<file path="src/rtl/alu_issue_ctrl_pkg.sv">
// Shared codes for the ALU issue controller: ALU op encodings, MIPS ALUOp/funct values,
// FSM state type and the decoded-instruction payload.
package alu_issue_ctrl_pkg;

    localparam logic [3:0] ALU_AND = 4'b0000;
    localparam logic [3:0] ALU_OR  = 4'b0001;
    localparam logic [3:0] ALU_ADD = 4'b0010;
    localparam logic [3:0] ALU_SUB = 4'b0110;
    localparam logic [3:0] ALU_SLT = 4'b0111;
    localparam logic [3:0] ALU_DIV = 4'b1010;

    localparam logic [1:0] ALUOP_ADD   = 2'b00;
    localparam logic [1:0] ALUOP_SUB   = 2'b01;
    localparam logic [1:0] ALUOP_RTYPE = 2'b10;

    localparam logic [5:0] FUNCT_ADD = 6'b100000;
    localparam logic [5:0] FUNCT_SUB = 6'b100010;
    localparam logic [5:0] FUNCT_AND = 6'b100100;
    localparam logic [5:0] FUNCT_OR  = 6'b100101;
    localparam logic [5:0] FUNCT_SLT = 6'b101010;
    localparam logic [5:0] FUNCT_DIV = 6'b011010;

    typedef enum logic [1:0] {IDLE, EXEC, DIV, DONE} state_t;

    typedef struct packed {
        logic [3:0] op;
        logic       is_div;
        logic       illegal;
    } dec_t;

endpackage

</file>
<file path="src/rtl/alu_issue_ctrl_if.sv">
// Decode-side request and writeback-side response handshake of the ALU issue controller.
interface alu_issue_ctrl_if #(parameter int unsigned WIDTH = 32);
    logic             in_valid;
    logic             in_ready;
    logic [1:0]       aluop_i;
    logic [5:0]       funct_i;
    logic [WIDTH-1:0] rs_i;
    logic [WIDTH-1:0] rt_i;
    logic             out_valid;
    logic             out_ready;
    logic [WIDTH-1:0] result_o;
    logic             zero_o;
    logic             illegal_o;

    modport master (
        output in_valid, aluop_i, funct_i, rs_i, rt_i, out_ready,
        input  in_ready, out_valid, result_o, zero_o, illegal_o
    );

    modport slave (
        input  in_valid, aluop_i, funct_i, rs_i, rt_i, out_ready,
        output in_ready, out_valid, result_o, zero_o, illegal_o
    );
endinterface

</file>
<file path="src/rtl/alu_issue_ctrl_seq_divider.sv">
// Unsigned restoring divider: one quotient bit per cycle, WIDTH iterations after start.
module alu_issue_ctrl_seq_divider #(
    parameter int unsigned WIDTH = 32
) (
    input  logic             clk,
    input  logic             rst,
    input  logic             start,
    input  logic [WIDTH-1:0] a,
    input  logic [WIDTH-1:0] b,
    output logic             busy,
    output logic             done,
    output logic [WIDTH-1:0] quotient
);
    localparam int unsigned CW = $clog2(WIDTH + 1);

    logic [WIDTH-1:0] rem;
    logic [WIDTH-1:0] quot;
    logic [WIDTH-1:0] divisor;
    logic [CW-1:0]    count;
    logic [WIDTH:0]   rem_sh;
    logic [WIDTH:0]   diff;

    // Shift in the next dividend bit; a clear top bit of diff means the subtract fits.
    always_comb begin
        rem_sh = {rem, quot[WIDTH-1]};
        diff   = rem_sh - {1'b0, divisor};
    end

    always_ff @(posedge clk or posedge rst) begin
        if (rst) begin
            rem     <= '0;
            quot    <= '0;
            divisor <= '0;
            count   <= '0;
            busy    <= 1'b0;
            done    <= 1'b0;
        end else begin
            done <= 1'b0;
            if (start) begin
                rem     <= '0;
                quot    <= a;
                divisor <= b;
                count   <= CW'(WIDTH);
                busy    <= 1'b1;
            end else if (busy) begin
                quot  <= {quot[WIDTH-2:0], ~diff[WIDTH]};
                rem   <= diff[WIDTH] ? rem_sh[WIDTH-1:0] : diff[WIDTH-1:0];
                count <= count - CW'(1);
                if (count == CW'(1)) begin
                    busy <= 1'b0;
                    done <= 1'b1;
                end
            end
        end
    end

    assign quotient = quot;

endmodule

</file>
<file path="src/rtl/alu_issue_ctrl.sv">
// ALU issue controller: decodes ALUOp/funct, drives registered operands into the ALU,
// runs DIV on an internal iterative divider and returns the result via valid/ready.
module alu_issue_ctrl
    import alu_issue_ctrl_pkg::*;
#(
    parameter int unsigned WIDTH = 32
) (
    input  logic             clk,
    input  logic             rst,
    alu_issue_ctrl_if.slave  bus,
    output logic [WIDTH-1:0] alu_a,
    output logic [WIDTH-1:0] alu_b,
    output logic [3:0]       alu_op,
    input  logic [WIDTH-1:0] alu_res,
    input  logic             alu_zero
);
    state_t           state_q, state_d;
    logic [WIDTH-1:0] alu_a_d, alu_b_d;
    logic [3:0]       alu_op_d;
    logic             ill_pend_q, ill_pend_d;
    logic             in_ready_q, in_ready_d;
    logic             out_valid_q, out_valid_d;
    logic [WIDTH-1:0] result_q, result_d;
    logic             zero_q, zero_d;
    logic             illegal_q, illegal_d;
    logic             div_start;
    logic             div_busy;
    logic             div_done;
    logic [WIDTH-1:0] div_quot;
    dec_t             dec;

    function automatic dec_t decode(input logic [1:0] aluop, input logic [5:0] funct);
        dec_t d;
        d.op      = ALU_AND;
        d.is_div  = 1'b0;
        d.illegal = 1'b0;
        case (aluop)
            ALUOP_ADD:   d.op = ALU_ADD;
            ALUOP_SUB:   d.op = ALU_SUB;
            ALUOP_RTYPE: begin
                case (funct)
                    FUNCT_ADD: d.op = ALU_ADD;
                    FUNCT_SUB: d.op = ALU_SUB;
                    FUNCT_AND: d.op = ALU_AND;
                    FUNCT_OR:  d.op = ALU_OR;
                    FUNCT_SLT: d.op = ALU_SLT;
                    FUNCT_DIV: begin
                        d.op     = ALU_DIV;
                        d.is_div = 1'b1;
                    end
                    default:   d.illegal = 1'b1;
                endcase
            end
            default:     d.illegal = 1'b1;
        endcase
        return d;
    endfunction

    alu_issue_ctrl_seq_divider #(.WIDTH(WIDTH)) u_div (
        .clk      (clk),
        .rst      (rst),
        .start    (div_start),
        .a        (bus.rs_i),
        .b        (bus.rt_i),
        .busy     (div_busy),
        .done     (div_done),
        .quotient (div_quot)
    );

    // Next-state and next-register values; everything holds unless a state acts on it.
    always_comb begin
        dec         = decode(bus.aluop_i, bus.funct_i);
        state_d     = state_q;
        alu_a_d     = alu_a;
        alu_b_d     = alu_b;
        alu_op_d    = alu_op;
        ill_pend_d  = ill_pend_q;
        result_d    = result_q;
        zero_d      = zero_q;
        illegal_d   = illegal_q;
        div_start   = 1'b0;
        case (state_q)
            IDLE: begin
                if (bus.in_valid && in_ready_q) begin
                    alu_a_d    = bus.rs_i;
                    alu_b_d    = bus.rt_i;
                    alu_op_d   = dec.op;
                    ill_pend_d = dec.illegal;
                    if (dec.is_div) begin
                        state_d   = DIV;
                        div_start = (bus.rt_i != '0);
                    end else begin
                        state_d = EXEC;
                    end
                end
            end
            EXEC: begin
                result_d  = ill_pend_q ? '0 : alu_res;
                zero_d    = ill_pend_q ? 1'b1 : alu_zero;
                illegal_d = ill_pend_q;
                state_d   = DONE;
            end
            DIV: begin
                // Divide by zero never starts the divider and answers all-ones at once.
                if (alu_b == '0) begin
                    result_d  = '1;
                    zero_d    = 1'b0;
                    illegal_d = 1'b0;
                    state_d   = DONE;
                end else if (div_done && !div_busy) begin
                    result_d  = div_quot;
                    zero_d    = (div_quot == '0);
                    illegal_d = 1'b0;
                    state_d   = DONE;
                end
            end
            DONE: begin
                if (bus.out_ready) state_d = IDLE;
            end
            default: state_d = IDLE;
        endcase
        in_ready_d  = (state_d == IDLE);
        out_valid_d = (state_d == DONE);
    end

    always_ff @(posedge clk or posedge rst) begin
        if (rst) begin
            state_q     <= IDLE;
            alu_a       <= '0;
            alu_b       <= '0;
            alu_op      <= '0;
            ill_pend_q  <= 1'b0;
            in_ready_q  <= 1'b1;
            out_valid_q <= 1'b0;
            result_q    <= '0;
            zero_q      <= 1'b0;
            illegal_q   <= 1'b0;
        end else begin
            state_q     <= state_d;
            alu_a       <= alu_a_d;
            alu_b       <= alu_b_d;
            alu_op      <= alu_op_d;
            ill_pend_q  <= ill_pend_d;
            in_ready_q  <= in_ready_d;
            out_valid_q <= out_valid_d;
            result_q    <= result_d;
            zero_q      <= zero_d;
            illegal_q   <= illegal_d;
        end
    end

    assign bus.in_ready  = in_ready_q;
    assign bus.out_valid = out_valid_q;
    assign bus.result_o  = result_q;
    assign bus.zero_o    = zero_q;
    assign bus.illegal_o = illegal_q;

endmodule

</file>
<file path="src/flat_wrapper.sv">
// flat-port wrapper written by rule: the top's interface ports become plain ports
module alu_issue_ctrl_flat import alu_issue_ctrl_pkg::*;
#(
    parameter int unsigned WIDTH = 32
)
  (clk, rst, alu_a, alu_b, alu_op, alu_res, alu_zero, bus_in_valid, bus_aluop_i, bus_funct_i, bus_rs_i, bus_rt_i, bus_out_ready, bus_in_ready, bus_out_valid, bus_result_o, bus_zero_o, bus_illegal_o);
  alu_issue_ctrl_if #(.WIDTH(WIDTH)) bus_i ();
  input  logic clk;
  input  logic rst;
  output logic [WIDTH-1:0] alu_a;
  output logic [WIDTH-1:0] alu_b;
  output logic [3:0] alu_op;
  input  logic [WIDTH-1:0] alu_res;
  input  logic alu_zero;
  input wire logic [$bits(bus_i.in_valid)-1:0] bus_in_valid;
  input wire logic [$bits(bus_i.aluop_i)-1:0] bus_aluop_i;
  input wire logic [$bits(bus_i.funct_i)-1:0] bus_funct_i;
  input wire logic [$bits(bus_i.rs_i)-1:0] bus_rs_i;
  input wire logic [$bits(bus_i.rt_i)-1:0] bus_rt_i;
  input wire logic [$bits(bus_i.out_ready)-1:0] bus_out_ready;
  output wire logic [$bits(bus_i.in_ready)-1:0] bus_in_ready;
  output wire logic [$bits(bus_i.out_valid)-1:0] bus_out_valid;
  output wire logic [$bits(bus_i.result_o)-1:0] bus_result_o;
  output wire logic [$bits(bus_i.zero_o)-1:0] bus_zero_o;
  output wire logic [$bits(bus_i.illegal_o)-1:0] bus_illegal_o;
  assign bus_i.in_valid = bus_in_valid;
  assign bus_i.aluop_i = bus_aluop_i;
  assign bus_i.funct_i = bus_funct_i;
  assign bus_i.rs_i = bus_rs_i;
  assign bus_i.rt_i = bus_rt_i;
  assign bus_i.out_ready = bus_out_ready;
  assign bus_in_ready = bus_i.in_ready;
  assign bus_out_valid = bus_i.out_valid;
  assign bus_result_o = bus_i.result_o;
  assign bus_zero_o = bus_i.zero_o;
  assign bus_illegal_o = bus_i.illegal_o;
  alu_issue_ctrl #(.WIDTH(WIDTH)) u_core (.clk(clk), .rst(rst), .bus(bus_i), .alu_a(alu_a), .alu_b(alu_b), .alu_op(alu_op), .alu_res(alu_res), .alu_zero(alu_zero));
endmodule
</file>
<file path="config.mk">
export PLATFORM = sky130hd
export DESIGN_NAME = alu_issue_ctrl_flat
export DESIGN_NICKNAME = d
export VERILOG_FILES = /design/src/rtl/alu_issue_ctrl_pkg.sv /design/src/rtl/alu_issue_ctrl_if.sv /design/src/rtl/alu_issue_ctrl_seq_divider.sv /design/src/rtl/alu_issue_ctrl.sv /design/src/flat_wrapper.sv
export SDC_FILE = /design/constraint.sdc
export NUM_CORES = 1
export LEC_CHECK = 0
export BUFFER_PORTS_ARGS = -buffer_cell sky130_fd_sc_hd__buf_2
export CAP_MARGIN = 20
export CORE_ASPECT_RATIO = 0.5
export CORE_MARGIN = 2
export CORE_UTILIZATION = 50
export CTS_BUF_LIST = sky130_fd_sc_hd__clkbuf_8
export DETAILED_ROUTE_END_ITERATION = 7
export PLACE_DENSITY_LB_ADDON = 0.3
export SYNTH_ARGS = -nofsm -noshare
export SYNTH_HDL_FRONTEND = slang
export SYNTH_SLANG_ARGS = --single-unit
</file>
<file path="constraint.sdc">
create_clock -name clk -period 18.6 [get_ports clk]
set_clock_uncertainty 0.15 [all_clocks]
set_input_delay 0 -clock clk [delete_from_list [all_inputs] [get_ports clk]]
set_output_delay 0 -clock clk [all_outputs]
set_load 0.01 [all_outputs]
</file>
==> flow_summary_export.csv, run 1 <==
group,metric,value,unit
status,status,"finished, final reports clean",
yosys,async_flop_share,1.00,
clock_tree,cts-resized-gates,0,
yosys,netlist_top_cells_area,"dfrtp_1, o21ai_0, mux2_2",
placement,routabilityCongestion,0.895,
yosys,ys.warnings.count,0,
critical_path,reg2reg_to,"u_core.u_div.rem[22]$_DFFE_PP0P_",
global_route,antenna_found_initial,1,
global_route,grtUsageTotal,0.274,
sta,period_minus_slack,4.07,ns
sta,tns,0,ns
route,drtPass1Iterations,5,
power,peakVddDrop,99.9,µV
clock_tree,cts_tree,"yes",
yosys,synth_compound_area_frac,0.201,
worst_hold_path,hold_class,"input port to async pin",
route,drt_wl_total,32800,µm
global_route,grt_first_pass_wirelength,52800,µm
placement,hpwl,20700,µm
route,drcViolationCount,0,
clock_tree,htree_levels,1,
floorplan,core_area,0.0219,mm²
placement,port_buffers,212,
cells_and_area,layout-drive-gt1-share,0.235,
cells_and_area,layout_commonest_cell,"buf_2",
clock_tree,ctsLongestPathBuffers,3,
yosys,synth_area_leader_cell,"dfrtp_1",
floorplan,fp-row-count,38,
global_route,grt-ovfl-total,0,
floorplan,ios,213,
yosys,netlist_area,0.0113,mm²
sta,tightest_slew,1.12,ns
sta,min_period_over_period,0.219,
yosys,ys_seq_area_frac,0.467,
yosys,synthSimpleGateAreaFrac,0.119,
clock_tree,worstSkewPairLatency,0.61,ns
global_route,grt_max_degree,135,
critical_path,worstRegToRegCells,13,
cells_and_area,multi_input_area,0.00556,mm²
cells_and_area,fillers,1651,
sta,rsz0062_at_grt,"false",
floorplan,die_area,0.0239,mm²
flow_run,cap_violations,0,
sta,hold_violations,0,
floorplan,start_util,0.516,
global_route,grt_pass1_vias,10377,
sta,slew_viol_final,0,
route,routed_via_density,5.76,
yosys,synthXorXnorAreaFrac,0.0238,
yosys,synth_edf_count,0,
clock_tree,root_buffer,"clkbuf_8",
yosys,synth_top_area_frac,0.465,
clock_tree,clock_sinks,211,
critical_path,rr_startpoint,"u_core.u_div.quotient[31]$_DFFE_PP0P_",
route,wl_per_cell,18.3,µm
sta,maxSlewHeadroom,0.254,
sta,max_freq,0.246,GHz
yosys,synth_seq_cells,211,
yosys,yosys.area_share.adder,0.0449,
critical_path,worstPathMaxFanout,16,
power,p_leak,6.92,nW
critical_path,critPathKind,"register to register",
yosys,synth_cells,1169,
power,pwr_density_cell,149,mW/mm²
floorplan,fp.dieH,110,µm
critical_path,arrival,4.43,ns
floorplan,fp.dieW,217,µm
yosys,synth_top_flop_cell,"dfrtp_1",
clock_tree,clkTransAtPathRegs,0.07,ns
critical_path,required,18.97,ns
route,route.vias.total,10326,
cells_and_area,layout_common_cells,"buf_2, dfrtp_1, o21ai_0, nand2_1, dlygate4sd3_1",
sta,setup_viol,0,
yosys,synth_top_family_by_area,"compound AO/OA/AOI/OAI gates",
cells_and_area,nNetsFinal,1614,
critical_path,r2r_setup_slack,14.53,ns
placement,dp_cells,1613,
yosys,synthDistinctLibCells,72,
clock_tree,cts_buffers,31,
route,drt-initial-drc-count,1005,
cells_and_area,seqCellArea,0.00529,mm²
cells_and_area,fin_cells,1792,
yosys,synthMuxAreaShare,0.100,
route,postRouteAntennaNets,0,
yosys,avgSynthCellArea,9.67,µm²
yosys,syn_nets,1318,
cells_and_area,area_delta_synth_final,27.8,%
critical_path,startpoint_type,"register",
critical_path,endpoint_kind,"register",
## cell type report
class	instances	area share
flip-flops and latches	211	0.366
diodes	2	0.000346
clock inverters	16	0.00666
multi-input cells	830	0.384
inverters	54	0.0145
clock buffers	42	0.0400
repair buffers	337	0.163
well taps	300	0.0260
## power by group
group	leakage, nW	total, mW	switching (mW)	internal, mW
Combinational	4.03	0.951	0.533	0.418
Sequential	2.50	0.806	0.158	0.649
Clock	0.394	0.401	0.186	0.215
## worst max-delay path: stages, from the launching register on
cell      delay, ns
dfrtp_1        0.41
inv_1          0.10
ha_1           0.18
inv_1          0.06
fa_1           0.39
a21o_1         0.23
a221oi_2       0.53
a211oi_4       0.16
a21oi_4        0.27
o21ai_4        0.13
xor2_2         0.87
o31a_1         0.28
a22oi_1        0.07
a21oi_1        0.19
## stage by stage
step	power, mW	hold WS (ns)	setup WS, ns	util	area [µm²]
after CTS	2.14	0.00153	14.56	0.655	14400
after detailed placement	1.71	0.0886	14.54	0.572	12500
final	2.16	0.0320	14.53	0.659	14500
after global placement	1.67	0.0779	14.72	0.572	12500
after floorplan	1.42	-0.0375	12.69	-	11300
after global routing	2.31	0.0225	14.25	0.659	14500
## Yosys cell counts, drive strengths merged (8+ instances only)
master and n:
a211oi 11, a21o 20, a21oi 64, a31oi 32
buf 16, clkbuf 58, dfrtp 210, ha 39
inv 54, mux2 64, mux2i 41, nand2 144
nand2b 12, nand3 11, nand4 15, nor2 40
nor2b 8, nor3 13, nor4 25, o211ai 9
o21a 24, o21ai 155, o31ai 16, xnor2 17
xor2 12
## cell families after synthesis
logic type | Yosys count
AOI/OAI and AO/OA | 368
and+or+nand+nor | 288
DFF | 211
buffers and inverters | 128
muxes | 105
adders and majority gates | 40
xor gates and xnor gates | 29
## how the worst max path moves through the flow
stage / start / to / slack, ns / depth (start not counted)
after floorplan: rst / u_core.alu_a[0]$_DFFE_PP0P_ / 12.69 / 1
after detailed placement: u_core.u_div.quotient[31]$_DFFE_PP0P_ / u_core.u_div.rem[5]$_DFFE_PP0P_ / 14.54 / 14
after CTS: u_core.u_div.quotient[31]$_DFFE_PP0P_ / u_core.u_div.rem[5]$_DFFE_PP0P_ / 14.56 / 14
after global routing: u_core.u_div.quotient[31]$_DFFE_PP0P_ / u_core.u_div.rem[5]$_DFFE_PP0P_ / 14.25 / 14
final: u_core.u_div.quotient[31]$_DFFE_PP0P_ / u_core.u_div.rem[22]$_DFFE_PP0P_ / 14.53 / 13
after global placement: u_core.u_div.quotient[31]$_DFFE_PP0P_ / u_core.u_div.rem[5]$_DFFE_PP0P_ / 14.72 / 14
## flip-flops by register name, indices dropped and copies added, names as in the netlist
register and cells:
u_core.alu_op 4, u_core.ill_pend_q 1, u_core.u_div.quotient 32, u_core.bus.out_valid 1, u_core.bus.zero_o 1, u_core.bus.illegal_o 1
u_core.alu_a 32, u_core.u_div.busy 1, u_core.u_div.rem 32, u_core.state_q 2, u_core.alu_b 32, u_core.bus.result_o 32
u_core.u_div.divisor 32, u_core.bus.in_ready 1, u_core.u_div.count 6, u_core.u_div.done 1
## repair_timing
item / 4_1_cts / 5_1_grt
hold buffers: 116 / 0
setup buffers: 0 / 0
endpoints found under the hold margin: 303 / 0
## routing by layer
| metal | vias to the layer above | GRT usage | wire [µm] |
|---|---|---|---|
| met5 | - | 0 | 0 |
| met4 | 0 | 0.101 | 1120 |
| met3 | 100 | 0.0480 | 1830 |
| met2 | 377 | 0.466 | 15600 |
| met1 | 5043 | 0.358 | 14200 |
| li1 | 4806 | - | - |
Power figures use the tool's default switching activity.
==> run 2, diff against run 1 <==
==> constraint.sdc (replaced) <==
create_clock -name clk -period 3.5 [get_ports clk]
set_clock_uncertainty 0.15 [all_clocks]
set_input_delay 0 -clock clk [delete_from_list [all_inputs] [get_ports clk]]
set_output_delay 0 -clock clk [all_outputs]
set_load 0.01 [all_outputs]
==> run 2 against run 1 <==
Net effect: sequential share of layout area shrank 0.53 points; critical endpoint is now u_core.u_div.rem[31]$_DFFE_PP0P_; register-to-register slack lost 14 ns; sequential power grew to 5.3 times the previous value; cell count grew 1.0%; largest power group unchanged; clock power grew to 5.6 times the previous value; die area is the same; largest cell class unchanged; via count grew 1.3%; power grew to 5.4 times the previous value; design area grew 1.5%; the run now ends with design-rule violations left; first-iteration DRC count shrank 0.30%; critical path depth is the same; combinational power grew to 5.5 times the previous value.
==> flow_summary_export.csv, run 2 (synthesis results as in run 1) <==
group,metric,value,unit
status,status,"complete, but fails checks",
status,violations,"design-rule violations",
cells_and_area,area_delta_synth_final,29.7,%
critical_path,crit_path_cell_trace,"dlygate4sd3_1 -> buf_2 -> nor2_1 -> nand2_1 -> dlygate4sd3_1 -> nor4_2 -> dlygate4sd3_1 -> nand2_1 -> or2_4 -> nand2_1 -> nor4b_1 -> o211ai_1 -> o211ai_1",
sta,hold_violations,0,
clock_tree,cts_tree,"yes",
flow_run,cap_violations,0,
route,postRouteAntennaNets,0,
sta,tns,0,ns
route,route.vias.total,10462,
floorplan,fp-row-count,38,
sta,maxSlewHeadroom,0.408,
sta,slew_viol_final,0,
clock_tree,root_buffer,"clkbuf_8",
clock_tree,clkTransAtPathRegs,0.07,ns
power,p_leak,7.01,nW
cells_and_area,layout-drive-gt1-share,0.247,
sta,period_minus_slack,3.38,ns
critical_path,rr_startpoint,"u_core.u_div.quotient[31]$_DFFE_PP0P_",
critical_path,critPathTopFamily,"buffers and inverters",
placement,port_buffers,212,
cells_and_area,layout_common_cells,"buf_2, dfrtp_1, o21ai_0, nand2_1, dlygate4sd3_1",
clock_tree,ctsLongestPathBuffers,3,
power,peakVddDrop,419,µV
global_route,grt_first_pass_wirelength,52900,µm
route,drtPass1Iterations,8,
sta,tightest_slew,0.887,ns
placement,placed_cell_area,0.0127,mm²
critical_path,required,3.75,ns
global_route,antenna_found_initial,0,
floorplan,start_util,0.516,
critical_path,endpoint_kind,"register",
critical_path,reg2reg_to,"u_core.u_div.rem[8]$_DFFE_PP0P_",
placement,routabilityCongestion,0.917,
cells_and_area,layout_commonest_cell,"buf_2",
clock_tree,cts_buffers,34,
critical_path,path_buf_inv,4,
global_route,grtUsageTotal,0.277,
clock_tree,worstSkewPairLatency,0.53,ns
clock_tree,htree_levels,2,
critical_path,startpoint,"bus_funct_i[0]",
clock_tree,clock_sinks,211,
sta,max_freq,0.296,GHz
critical_path,worstRegToRegCells,13,
global_route,grt-ovfl-total,0,
route,drcViolationCount,1,
critical_path,r2r_setup_slack,0.15,ns
critical_path,crit_end,"u_core.u_div.rem[31]$_DFFE_PP0P_",
global_route,grt_max_degree,84,
floorplan,fp.dieH,110,µm
critical_path,worstPathMaxFanout,33,
critical_path,startpoint_type,"input port",
floorplan,fp.dieW,217,µm
route,wl_per_cell,18.7,µm
power,pwr_density_cell,798,mW/mm²
placement,hpwl,21800,µm
worst_hold_path,hold_class,"input port to async pin",
cells_and_area,nNetsFinal,1634,
critical_path,arrival,3.62,ns
sta,rsz0062_at_grt,"false",
cells_and_area,fin_area,0.0147,mm²
sta,min_period_over_period,0.965,
floorplan,ios,213,
floorplan,core_area,0.0219,mm²
critical_path,slowest_delay,0.65,ns
critical_path,critPathKind,"input port to register",
route,drt-initial-drc-count,1002,
floorplan,die_area,0.0239,mm²
global_route,grt_pass1_vias,10442,
route,routed_via_density,5.78,
critical_path,cp_slowest_cell,"dlygate4sd3_1",
route,drt_wl_total,33800,µm
sta,setup_viol,0,
critical_path,cp_num_cells,13,
cells_and_area,fillers,1658,
run 2: final cells by class:
type	instances	area, µm²	share of cell area
inverter	54	206	0.0141
tap	300	375	0.0256
clock buffer	45	619	0.0422
antenna	2	5.00	0.000341
clock inverter	14	86.3	0.00589
multi-input combinational	831	5600	0.382
sequential	211	5290	0.360
timing repair buffer	353	2490	0.170
run 2: repair_timing:
item,in CTS,in global routing
buffers inserted,0,1
gates resized for setup,0,5
hold endpoints to repair,204,0
hold buffers,116,0
setup endpoints to repair,0,37
run 2: power breakdown:
group / leakage (nW) / switching [mW] / total (mW) / internal [mW]
sequential: 2.50 / 0.825 / 4.27 / 3.45
clock: 0.398 / 1.02 / 2.24 / 1.22
combinational: 4.11 / 2.91 / 5.19 / 2.28
total: 7.01 / 4.75 / 11.7 / 6.95
run 2: through the flow:
stage	hold WS (ns)	utilization	setup slack [ns]	power, mW	std cells
6_report	0.0775	0.669	0.123	11.7	1810
5_1_grt	0.0971	0.669	0.00874	12.5	1808
3_3_place_gp	0.0378	0.580	0.159	8.98	1630
4_1_cts	0.0527	0.665	0.0167	11.6	1805
3_5_place_dp	0.0629	0.580	0.0730	9.19	1630
2_1_floorplan	-0.0375	-	0.383	7.55	1169
run 2: worst register-to-register path, cell delays in order, from the launching register on:
cell	delay, ns
dfrtp_1	0.41
inv_1	0.09
ha_1	0.18
inv_1	0.06
fa_1	0.39
a21o_1	0.23
a221oi_4	0.36
a211oi_4	0.13
a21oi_4	0.24
o21ai_4	0.14
xor2_4	0.24
buf_4	0.22
mux2i_1	0.24
a211oi_2	0.10
run 2: worst min path at each step:
stage,startpoint,endpoint,slack [ns],depth (start not counted)
after global routing,bus_rs_i[24],u_core.u_div.quotient[24]$_DFFE_PP0P_,0.1,4
after floorplan,bus_rt_i[0],u_core.u_div.divisor[0]$_DFFE_PP0P_,-0.04,2
after global placement,rst,u_core.alu_b[24]$_DFFE_PP0P_,0.04,2
final,rst,u_core.alu_b[24]$_DFFE_PP0P_,0.08,3
after CTS,rst,u_core.alu_b[23]$_DFFE_PP0P_,0.05,3
after detailed placement,rst,u_core.alu_b[24]$_DFFE_PP0P_,0.06,2
run 2: layer usage:
| layer | GRT usage | part of all wire | vias to the layer above |
|---|---|---|---|
| met1 | 0.350 | 0.42 | 5107 |
| met4 | 0.109 | 0.034 | 0 |
| met5 | 0 | 0 | - |
| met2 | 0.479 | 0.48 | 395 |
| met3 | 0.0540 | 0.065 | 109 |
| li1 | - | - | 4851 |
==> run 3, diff against run 2 <==
==> constraint.sdc (replaced) <==
create_clock -name clk -period 3 [get_ports clk]
set_clock_uncertainty 0.15 [all_clocks]
set_input_delay 0 -clock clk [delete_from_list [all_inputs] [get_ports clk]]
set_output_delay 0 -clock clk [all_outputs]
set_load 0.01 [all_outputs]
==> run 3 against run 2 <==
Net effect: the flow finishes with violations (negative setup slack); power is 18% higher; critical path depth stayed put; worst setup slack worse by 0.14 ns; largest power group unchanged; largest cell class unchanged; first-iteration DRC count is 19% higher; flip-flop and latch count stayed put; clock power is 8% higher; utilization is 1.7 points higher; cell count is 1.5% higher; worst hold slack worse by 0.053 ns; critical path type is now register to register; via count is 0.65% higher; non-clock buffer count is 33 higher.
==> flow_summary_export.csv, run 3 (synthesis results as in run 1) <==
group,metric,value,unit
sta,max_freq,0.331,GHz
status,violations,"negative setup slack",
placement,placed_cell_area,0.0129,mm²
sta,setup_viol,3,
clock_tree,cts_tree,"yes",
clock_tree,clkTransAtPathRegs,0.07,ns
status,status,"complete, but fails checks",
floorplan,core_area,0.0219,mm²
placement,pre_cts_ws,-0.0841,ns
global_route,antenna_found_initial,0,
flow_run,cap_violations,0,
placement,routabilityCongestion,0.913,
critical_path,startpoint_type,"register",
global_route,grt_pass1_vias,10608,
route,drcViolationCount,0,
clock_tree,cts_buffers,31,
global_route,grt-ovfl-total,0,
route,routed_via_density,5.73,
critical_path,required,3.37,ns
cells_and_area,fin_util,0.686,
sta,tightest_slew,0.959,ns
placement,hpwl,21900,µm
global_route,grtUsageTotal,0.280,
route,drt_wl_total,34000,µm
critical_path,arrival,3.39,ns
floorplan,fp-row-count,38,
route,drtPass1Iterations,7,
route,met2_length,16600,µm
floorplan,fp.dieW,217,µm
clock_tree,clock_sinks,211,
critical_path,critPathKind,"register to register",
cells_and_area,diodes,0,
sta,tns,-0.0420,ns
floorplan,die_area,0.0239,mm²
critical_path,cp_slowest_cell,"dfrtp_1",
sta,min_period_over_period,1.01,
sta,maxSlewHeadroom,0.359,
clock_tree,htree_levels,1,
critical_path,worstPathMaxFanout,12,
route,wl_per_cell,18.5,µm
cells_and_area,area_delta_synth_final,33.0,%
floorplan,ios,213,
critical_path,crit_path_cell_trace,"inv_2 -> ha_4 -> inv_2 -> fa_2 -> a21o_1 -> a221oi_4 -> a211oi_4 -> a21oi_4 -> o21ai_4 -> xnor2_4 -> clkbuf_16 -> o31a_1 -> a21oi_1",
floorplan,fp.dieH,110,µm
route,drt-initial-drc-count,1196,
critical_path,crit_path_frequent_cell,"inv_2",
clock_tree,worstSkewPairLatency,0.60,ns
route,highest_layer,"met4",
sta,worst_slack,-0.0183,ns
route,postRouteAntennaNets,0,
clock_tree,ctsLongestPathBuffers,3,
route,route.vias.total,10530,
critical_path,slowest_delay,0.39,ns
sta,period_minus_slack,3.02,ns
floorplan,start_util,0.516,
sta,rsz0062_at_grt,"true",
cells_and_area,fin_area,0.0150,mm²
sta,hold_violations,0,
placement,port_buffers,212,
cells_and_area,layout_common_cells,"buf_2, dfrtp_1, o21ai_0, nand2_1, dlygate4sd3_1",
sta,slew_viol_final,0,
cells_and_area,layout_commonest_cell,"buf_2",
global_route,grt_first_pass_wirelength,54000,µm
power,peakVddDrop,497,µV
power,pwr_density_cell,916,mW/mm²
route,wl_met3,2060,µm
critical_path,endpoint_kind,"register",
cells_and_area,nNetsFinal,1663,
cells_and_area,layout-drive-gt1-share,0.262,
worst_hold_path,hold_class,"input port to async pin",
clock_tree,root_buffer,"clkbuf_8",
global_route,grt_max_degree,105,
route,wl_met1,14500,µm
power,p_leak,7.17,nW
## run 3: worst paths after layout
kind | start | end | slack, ns | cells past startpoint
max | u_core.u_div.quotient[31]$_DFFE_PP0P_ | u_core.u_div.rem[7]$_DFFE_PP0P_ | -0.02 | 13
min | rst | u_core.alu_b[21]$_DFFE_PP0P_ | 0.02 | 3
max reg2reg | u_core.u_div.quotient[31]$_DFFE_PP0P_ | u_core.u_div.rem[7]$_DFFE_PP0P_ | -0.02 | 13
min reg2reg | u_core.bus.result_o[25]$_DFFE_PP0P_ | u_core.bus.result_o[25]$_DFFE_PP0P_ | 0.33 | 1
max in group asynchronous | rst | u_core.bus.result_o[16]$_DFFE_PP0P_ | 1.79 | 4
min in group clk | bus_rs_i[4] | u_core.u_div.quotient[4]$_DFFE_PP0P_ | 0.03 | 4
## run 3: metal layers
layer / track usage / vias up
met5: 0 / -
met4: 0.0841 / 0
met3: 0.0532 / 85
met2: 0.487 / 383
met1: 0.361 / 5156
li1: - / 4906
## run 3: where the power goes
group / internal (mW) / switching [mW] / total [mW]
sequential: 4.02 / 0.954 / 4.98
clock: 1.26 / 1.16 / 2.41
combinational: 2.88 / 3.51 / 6.39
## run 3: cell type report
type                    instances  area [µm²]
fillers                      1573        6880
multi-input cells             830        5690
flip-flops and latches        211        5290
repair buffers                386        2840
clock buffers                  39         537
well taps                     300         375
inverters                      54         206
clock inverters                17         101
## run 3: through the flow
step,hold slack (ns),total power [mW],instances
floorplan,-0.0375,8.83,1169
global placement,0.0815,10.7,1644
detailed placement,0.0865,10.9,1644
CTS,0.00298,13.5,1831
global route,0.0224,14.7,1837
finish,0.0249,13.8,1837
## run 3: critical path: cells and delay by family, from the launching register on
| family | cells | cell delay [ns] |
|---|---|---|
| AOI/OAI and AO/OA | 7 | 1.43 |
| xor gates and xnor gates | 1 | 0.18 |
| DFF | 1 | 0.39 |
| buffers and inverters | 3 | 0.32 |
| adders and majority gates | 2 | 0.47 |
## run 3: repair_timing
action,in CTS,in global routing
hold buffers,129,0
cloned,0,1
setup endpoints to repair,15,34
pin swaps,4,11
endpoints found under the hold margin,288,0
gates resized for setup,6,25
buffers inserted,2,5
